===== config.mk =====
export PLATFORM = sky130hd
export DESIGN_NAME = hcsr04_distance_filter
export DESIGN_NICKNAME = d
export VERILOG_FILES = /design/src/rtl/hcsr04_pkg.sv /design/src/rtl/bin2bcd_seq.sv /design/src/rtl/hcsr04_distance_filter.sv
export SDC_FILE = /design/constraint.sdc
export NUM_CORES = 1
export LEC_CHECK = 0
export ABC_AREA = 1
export ABC_CLOCK_PERIOD_IN_PS = 7000
export CAP_MARGIN = 25
export CELL_PAD_IN_SITES_DETAIL_PLACEMENT = 1
export CELL_PAD_IN_SITES_GLOBAL_PLACEMENT = 1
export CORE_ASPECT_RATIO = 1.2
export CORE_MARGIN = 2
export CORE_UTILIZATION = 25
export CTS_CLUSTER_SIZE = 40
export DETAILED_ROUTE_END_ITERATION = 7
export PLACE_DENSITY = 0.55
export SKIP_LAST_GASP = 1
export SLEW_MARGIN = 20
export SYNTH_ARGS = -nofsm -noshare
export SYNTH_HDL_FRONTEND = slang
export SYNTH_SLANG_ARGS = --single-unit

===== constraint.sdc =====
create_clock -name clk -period 7 [get_ports clk]
set_input_delay 0.7 -clock clk [delete_from_list [all_inputs] [get_ports clk]]
set_output_delay 0.7 -clock clk [all_outputs]
set_load 0.02 [all_outputs]

===== src/rtl/hcsr04_pkg.sv =====
// Shared types and default constants for the HC-SR04 distance filter.
package hcsr04_pkg;

    localparam int unsigned DEF_CYC_PER_CM = 5800;
    localparam int unsigned DEF_MIN_CM     = 2;
    localparam int unsigned DEF_MAX_CM     = 400;

    typedef logic [8:0]  dist_t;
    typedef logic [11:0] bcd_t;

    typedef enum logic [2:0] {
        StIdle,
        StDiv,
        StCheck,
        StAvg,
        StBcd,
        StDone
    } hcsr04_state_e;

endpackage


===== src/rtl/bin2bcd_seq.sv =====
// Sequential 9-bit binary to 3-digit BCD converter (double dabble).
// The result appears exactly 9 cycles after start, and bcd only changes on completion.
module bin2bcd_seq
    import hcsr04_pkg::*;
(
    input  logic  clk,
    input  logic  rst,
    input  dist_t bin,
    input  logic  start,
    output bcd_t  bcd,
    output logic  done
);

    // One iteration: add 3 to every nibble >= 5, then shift the next binary bit in.
    function automatic bcd_t dabble_step(bcd_t s, logic b);
        bcd_t adj;
        adj = s;
        for (int k = 0; k < 3; k++) begin
            if (adj[4*k +: 4] >= 4'd5) begin
                adj[4*k +: 4] = adj[4*k +: 4] + 4'd3;
            end
        end
        return {adj[10:0], b};
    endfunction

    dist_t      shift_q;
    bcd_t       scratch_q;
    bcd_t       bcd_q;
    bcd_t       step_res;
    logic [3:0] cnt_q;
    logic       busy_q;
    logic       done_q;

    // The start cycle already performs the first iteration on the MSB of bin.
    always_comb begin
        step_res = dabble_step(start ? '0 : scratch_q, start ? bin[8] : shift_q[8]);
    end

    // Iteration state; the visible result is committed only after the ninth step.
    always_ff @(posedge clk or negedge rst) begin
        if (!rst) begin
            shift_q   <= '0;
            scratch_q <= '0;
            bcd_q     <= '0;
            cnt_q     <= '0;
            busy_q    <= 1'b0;
            done_q    <= 1'b0;
        end else begin
            done_q <= 1'b0;
            if (start) begin
                scratch_q <= step_res;
                shift_q   <= {bin[7:0], 1'b0};
                cnt_q     <= 4'd1;
                busy_q    <= 1'b1;
            end else if (busy_q) begin
                scratch_q <= step_res;
                shift_q   <= {shift_q[7:0], 1'b0};
                cnt_q     <= cnt_q + 4'd1;
                if (cnt_q == 4'd8) begin
                    busy_q <= 1'b0;
                    bcd_q  <= step_res;
                    done_q <= 1'b1;
                end
            end
        end
    end

    assign bcd  = bcd_q;
    assign done = done_q;

endmodule


===== src/rtl/hcsr04_distance_filter.sv =====
// Converts HC-SR04 echo widths to centimetres, rejects out-of-range readings,
// smooths accepted readings with a 4-tap moving average and presents binary + BCD.
module hcsr04_distance_filter
    import hcsr04_pkg::*;
#(
    parameter int unsigned CYC_PER_CM = DEF_CYC_PER_CM,
    parameter int unsigned WIDTH_W    = 24,
    parameter int unsigned MIN_CM     = DEF_MIN_CM,
    parameter int unsigned MAX_CM     = DEF_MAX_CM
) (
    input  logic               clk,
    input  logic               rst,
    input  logic [WIDTH_W-1:0] width_i,
    input  logic               width_valid,
    input  logic               timeout_i,
    output logic               ready,
    output dist_t              dist_cm,
    output bcd_t               dist_bcd,
    output logic               out_of_range,
    output logic               dist_valid
);

    localparam int unsigned      CNT_W = $clog2(WIDTH_W + 1);
    localparam logic [WIDTH_W:0] DIV_K = (WIDTH_W + 1)'(CYC_PER_CM);
    localparam logic [WIDTH_W-1:0] MIN_Q = WIDTH_W'(MIN_CM);
    localparam logic [WIDTH_W-1:0] MAX_Q = WIDTH_W'(MAX_CM);

    hcsr04_state_e state_q, state_d;

    // Divider: quo_q starts as the dividend and fills with quotient bits from the right.
    logic [WIDTH_W-1:0] rem_q;
    logic [WIDTH_W-1:0] quo_q;
    logic [CNT_W-1:0]   div_cnt_q;
    logic [WIDTH_W:0]   trial;
    logic               div_last;
    logic               cm_bad;
    dist_t              cm;

    // Moving-average ring buffer.
    dist_t       buf_q [4];
    dist_t       buf_next [4];
    logic [1:0]  wr_ptr_q;
    logic        filled_q;
    logic [10:0] sum;
    dist_t       avg;

    dist_t dist_cm_q;
    logic  oor_q;
    logic  bcd_done;
    logic  accept;

    assign accept   = (state_q == StIdle) && width_valid && !timeout_i;
    assign trial    = {rem_q, quo_q[WIDTH_W-1]};
    assign div_last = (div_cnt_q == CNT_W'(WIDTH_W - 1));
    assign cm_bad   = (quo_q < MIN_Q) || (quo_q > MAX_Q);
    assign cm       = quo_q[8:0];

    // State register.
    always_ff @(posedge clk or negedge rst) begin
        if (!rst) state_q <= StIdle;
        else      state_q <= state_d;
    end

    // Next-state logic; timeout wins over a simultaneous width strobe.
    always_comb begin
        state_d = state_q;
        unique case (state_q)
            StIdle: begin
                if (timeout_i)        state_d = StDone;
                else if (width_valid) state_d = StDiv;
            end
            StDiv:   if (div_last) state_d = StCheck;
            StCheck: state_d = cm_bad ? StDone : StAvg;
            StAvg:   state_d = StBcd;
            StBcd:   if (bcd_done) state_d = StDone;
            StDone:  state_d = StIdle;
            default: state_d = StIdle;
        endcase
    end

    // Restoring divider, one quotient bit per DIV cycle.
    always_ff @(posedge clk or negedge rst) begin
        if (!rst) begin
            rem_q     <= '0;
            quo_q     <= '0;
            div_cnt_q <= '0;
        end else if (accept) begin
            rem_q     <= '0;
            quo_q     <= width_i;
            div_cnt_q <= '0;
        end else if (state_q == StDiv) begin
            if (trial >= DIV_K) begin
                rem_q <= WIDTH_W'(trial - DIV_K);
                quo_q <= {quo_q[WIDTH_W-2:0], 1'b1};
            end else begin
                rem_q <= trial[WIDTH_W-1:0];
                quo_q <= {quo_q[WIDTH_W-2:0], 1'b0};
            end
            div_cnt_q <= div_cnt_q + CNT_W'(1);
        end
    end

    // Buffer contents after pushing cm; an empty buffer is flooded with the first sample.
    always_comb begin
        sum = '0;
        for (int i = 0; i < 4; i++) begin
            buf_next[i] = (!filled_q || (2'(i) == wr_ptr_q)) ? cm : buf_q[i];
            sum         = sum + 11'(buf_next[i]);
        end
        avg = sum[10:2];
    end

    // Ring buffer, filtered distance and range status.
    always_ff @(posedge clk or negedge rst) begin
        if (!rst) begin
            for (int i = 0; i < 4; i++) buf_q[i] <= '0;
            wr_ptr_q  <= '0;
            filled_q  <= 1'b0;
            dist_cm_q <= '0;
            oor_q     <= 1'b0;
        end else begin
            if (state_q == StIdle && timeout_i) oor_q <= 1'b1;
            if (state_q == StCheck)             oor_q <= cm_bad;
            if (state_q == StAvg) begin
                for (int i = 0; i < 4; i++) buf_q[i] <= buf_next[i];
                wr_ptr_q  <= wr_ptr_q + 2'd1;
                filled_q  <= 1'b1;
                dist_cm_q <= avg;
            end
        end
    end

    // Conversion starts in AVG on the value being written to dist_cm.
    bin2bcd_seq u_bin2bcd (
        .clk   (clk),
        .rst   (rst),
        .bin   (avg),
        .start (state_q == StAvg),
        .bcd   (dist_bcd),
        .done  (bcd_done)
    );

    assign ready        = (state_q == StIdle);
    assign dist_valid   = (state_q == StDone);
    assign dist_cm      = dist_cm_q;
    assign out_of_range = oor_q;

endmodule

Yosys cells after proc, flatten, opt, wreduce, memory -nomap -nowiden
Index checks and enable logic that the tools add are counted.
Cells by class
  add/subtract/negate cells: 10
  order comparisons: 6
  bitwise logic cells: 1
  eq/ne operators: 13
  reduce and logical (&&, ||, !) cells: 17
  multiplexer cells: 37
Operators by type and width (count)
  24-bit 2-to-1 mux: 5
  9-bit 2-to-1 mux: 6
  12-bit 2-to-1 mux: 3
  25-bit by 13-bit >= comparator with 1-bit output, second input constant: 1
  24-bit by 9-bit > comparator with 1-bit output, second input constant: 1
  24-bit by 2-bit less-than comparator with 1-bit output, second input constant: 1
  24-bit by 13-bit subtractor with 24-bit output, second input constant: 1
  3-bit 2-to-1 mux: 6
  4-bit 2-to-1 mux: 4
  3-bit one-hot mux with 5 select lines: 1
  4-bit by 3-bit >= comparator with 1-bit output, second input constant: 3
  10-bit by 9-bit adder with 11-bit output: 1
  11-bit by 9-bit adder with 11-bit output: 1
  9-bit by 9-bit adder with 10-bit output: 1
  1-bit 2-to-1 mux: 10
  5-bit 2-to-1 mux: 2
  4-bit by 2-bit adder with 4-bit output, second input constant: 2
  3-bit by 2-bit == test with 1-bit output, second input constant: 2
  3-bit == test, second input constant: 2
  3-bit AND reduction: 2
  2-bit nonzero test: 3
  5-bit by 1-bit adder with 5-bit output, second input constant: 1
  5-bit == test, second input constant: 1
  1-bit logical OR: 5
  other kinds (15): 19
Storage, ports and cells
  input bits: 28
  register bits: 144
  output and inout port bits: 24

Depth between registers and ports, before layout
  depth after elaboration: 9
  depth in mapped cells: 22
  depth with buffers taken out: 20

Hierarchy
A second synthesis with hierarchy kept.
Second synthesis, totals
  cells, all modules: 1095
  area total of the unflattened synthesis: 8453.1 µm²
By module, submodules not included
  hcsr04_distance_filter: sequential area each 2627.5 µm², area an instance 6513.7 µm², cells an instance 853, instances 1
  bin2bcd_seq: sequential area each 950.9 µm², area an instance 1939.4 µm², cells an instance 242, instances 1

Worst setup path before layout
Ideal clock, no wire load.
  path type: register -> register
  start: reg wr_ptr_q[0]
  end: reg u_bin2bcd.scratch_q[0]
  arrival time: 3.643 ns
  slack: 3.240 ns
  required time: 6.884 ns
  setup time: 0.116 ns
  cell stages (with the launch flop): 20
  cells stage by stage: dfrtp_1 -> ha_1 -> or2_2 -> clkbuf_1 -> buf_2 -> nand2_1 -> o21ai_0 -> fa_1 -> inv_1 -> fa_1 -> inv_1 -> ha_1 -> a21oi_1 -> o21ai_0 -> nand2_1 -> nand2_1 -> o21ai_0 -> nand2_1 -> nand2_1 -> nand2_1
RTL lines
  from (decl): RTL line hcsr04_distance_filter.sv:42  | logic [1:0] wr_ptr_q;
  from (signal assigned): RTL line hcsr04_distance_filter.sv:126  | wr_ptr_q <= wr_ptr_q + 2'd1;
  to (signal assigned): RTL line bin2bcd_seq.sv:51  | scratch_q <= step_res;
  to (signal assigned): RTL line bin2bcd_seq.sv:56  | scratch_q <= step_res;
  to (decl): RTL line bin2bcd_seq.sv:27  | bcd_t scratch_q;

==> reports/results.ini <==
[cts]
cts_tree=built
ctsRootBufferMaster=clkbuf_16
clock_latency_ns=0.44
ctsResizeCount=0
cts_made_buffers=17
htree_levels=4
post_cts_buffers=0
postCtsHoldBufs=0
clk_pin_slew_worst_paths_ns=0.06
clk_path_buf_depth=2
cts.sinks=143

[setup_path]
reg2regPathDepth=18
slowest_delay_ns=0.49
r2r-end=u_bin2bcd.shift_q[6]
cp-start-kind=register
critPathTopFamily=adder cells
arrival_ns=4.40
critPathBufInv=2
crit_required_ns=7.33
r2r_setup_slack_ns=2.93
path_cells=ha_1 > or2_2 > o21ai_0 > fa_1 > inv_1 > fa_1 > nor2_1 > nand2_1 > fa_1 > inv_1 > nand3_1 > nand2_1 > a21oi_1 > xor2_1 > nand2_1 > nand2_1 > nand2_1 > nand2_1
worst-path-max-fanout=18
critical_path_class=reg2reg
worst_path_max_delay_cell=fa_1
rr_startpoint=wr_ptr_q[0]
crit_top_cell=nand2_1
cp-end-kind=register

[synthesis]
synth_edf_count=0
ys_ff_latch=143
ys_seq_area_frac=0.437
syn-num-nets=1124
synth_top_area_frac=0.437
synth_area_mm2=0.00819
synth_flop_cell=dfrtp_1
yosysWarnings=0
synth_commonest_cells=297 x nand2_1, 146 x inv_1, 143 x dfrtp_1
yosys-top-cells-area=dfrtp_1 44%, nand2_1 14%, o21ai_0 8.2%
syn_avg_cell_area_um2=7.75
yosysMostFrequentCell=nand2_1
netlist.top_cell.by_area=dfrtp_1
async_flop_share=1.00
synthCells=1056
ys_types=40

[detailed_routing]
wirelength_mm=23.2
drt-pass1-iter-count=4
via_per_inst=4.61
drc=0
vias=6982
wl_per_cell_um=15.3
ant_nets=0
drtIter0Drc=297

[layout]
regArea_mm2=0.00358
multi_input_area_mm2=0.00387
area_growth_pct=18.1
antenna_cells=0
final_nets=1163
drive_gt1_frac=0.0542
fillers=3920

[floorplan]
die_area_mm2=0.0342
initial_core_util=0.254
die_h_um=202
fp-row-count=72
fp.dieW_um=169
coreArea_mm2=0.0323
ios=52

[outcome]
status=finished clean

[grt]
grt_max_degree=81
grt_pass1_wl_mm=39.9
grt_antenna_before_repair=0
grt-ovfl-total=0
grt_pass1_vias=7580
track_usage=0.147

[timing]
rsz0062_at_grt=false
setup_tns_ns=0
period_minus_slack_ns=4.07
hold_viol=0
worstMarginPinSlew_ns=0.811
relSlewSlack=0.459
setup_viol=0
fin_skew_ns=0.0112
clock.fmax_mhz=246
drv_slew=0
min_period_over_period=0.581

[run]
drv_cap=0

[hold_path]
hold_path.class=in2async

[place]
portBuffers=51
globalplace.congestion=0.790
dp.final_hpwl_mm=16.5

[sequential cells by signal, summed over array words and instances, names as in the netlist, 4 cells and up]
signal,count
buf_q,36
quo_q,24
rem_q,24
u_bin2bcd.bcd,12
u_bin2bcd.scratch_q,12
dist_cm,9
u_bin2bcd.shift_q,8
div_cnt_q,5
u_bin2bcd.cnt_q,4
[metal layers]
layer,track usage,share of wire
met1,0.183,0.46
met2,0.263,0.52
met3,0.0241,0.014
met4,0.0379,0.010
met5,0,0
[metrics by stage]
stage | setup WS [ns] | cells | hold WS, ns | util | cell area (um^2)
after global routing | 2.52 | 1515 | 0.332 | 0.300 | 9670
after CTS | 2.88 | 1514 | 0.324 | 0.299 | 9650
after floorplan | 3.24 | 1056 | 0.404 | - | 8190
after detailed placement | 2.89 | 1482 | 0.462 | 0.282 | 9080
final | 2.93 | 1515 | 0.289 | 0.300 | 9670
after global placement | 3.02 | 1482 | 0.454 | 0.282 | 9080
[cell families (layout without fill, tap and decap cells)]
family / after synthesis / after routing / share of synthesized area
AND/OR/NAND/NOR: 462 / 462 / 0.240
AO/OA/AOI/OAI: 207 / 207 / 0.139
buffers and inverters: 190 / 242 / 0.0912
flip-flops: 143 / 143 / 0.437
adder cells (fa/ha/maj): 40 / 40 / 0.0776
XOR/XNOR: 14 / 14 / 0.0150
[worst register-to-register path: stages, from the launching register on]
cell and delay (ns):
dfrtp_1 0.42, ha_1 0.22, or2_2 0.45, o21ai_0 0.38, fa_1 0.49, inv_1 0.10
fa_1 0.41, nor2_1 0.19, nand2_1 0.13, fa_1 0.37, inv_1 0.09, nand3_1 0.07
nand2_1 0.13, a21oi_1 0.10, xor2_1 0.15, nand2_1 0.08, nand2_1 0.06, nand2_1 0.05
nand2_1 0.06
[worst max path at each step]
stage                startpoint                      to  slack (ns)  cells after the start
finish              wr_ptr_q[0]    u_bin2bcd.shift_q[6]        2.93                     18
global route        wr_ptr_q[0]    u_bin2bcd.shift_q[8]        2.52                     17
CTS                 wr_ptr_q[0]    u_bin2bcd.shift_q[6]        2.88                     18
detailed placement  wr_ptr_q[0]    u_bin2bcd.shift_q[6]        2.89                     18
global placement    wr_ptr_q[0]  u_bin2bcd.scratch_q[0]        3.02                     17
floorplan           wr_ptr_q[0]  u_bin2bcd.scratch_q[0]        3.24                     19
[cell type report]
| type | instances | area share |
|---|---|---|
| multi-input combinational | 723 | 0.400 |
| sequential | 143 | 0.370 |
| inverter | 153 | 0.0594 |
| timing repair buffer | 57 | 0.0589 |
| tap | 407 | 0.0527 |
| clock buffer | 20 | 0.0472 |
| clock inverter | 12 | 0.0116 |
[layout by cell type (no fill, tap or decap), types with 2 or more instances in the layout]
cell type	netlist	routed
a21oi_1	21	21
a22oi_1	22	22
a31oi_1	8	8
buf_4	0	5
clkbuf_16	0	17
clkbuf_8	0	2
clkdlybuf4s50_1	0	50
clkinv_2	0	2
clkinv_4	0	3
clkinvlp_4	0	5
dfrtp_1	143	143
fa_1	18	18
ha_1	22	22
inv_1	146	146
inv_2	7	7
nand2_1	297	297
nand3_1	56	56
nand3b_1	4	4
nand4_1	18	18
nor2_1	60	60
nor2_2	2	2
nor3_1	11	11
nor3_4	2	3
o211ai_1	3	3
o21ai_0	134	134
o21ai_1	6	6
o21bai_1	2	2
o22ai_1	3	3
o31ai_1	4	4
or2_2	5	5
xnor2_1	3	3
xor2_1	11	11
Power is left out: the tool's default activity adds up to more than one toggle a clock period on the data nets, which glitch-free logic cannot reach.
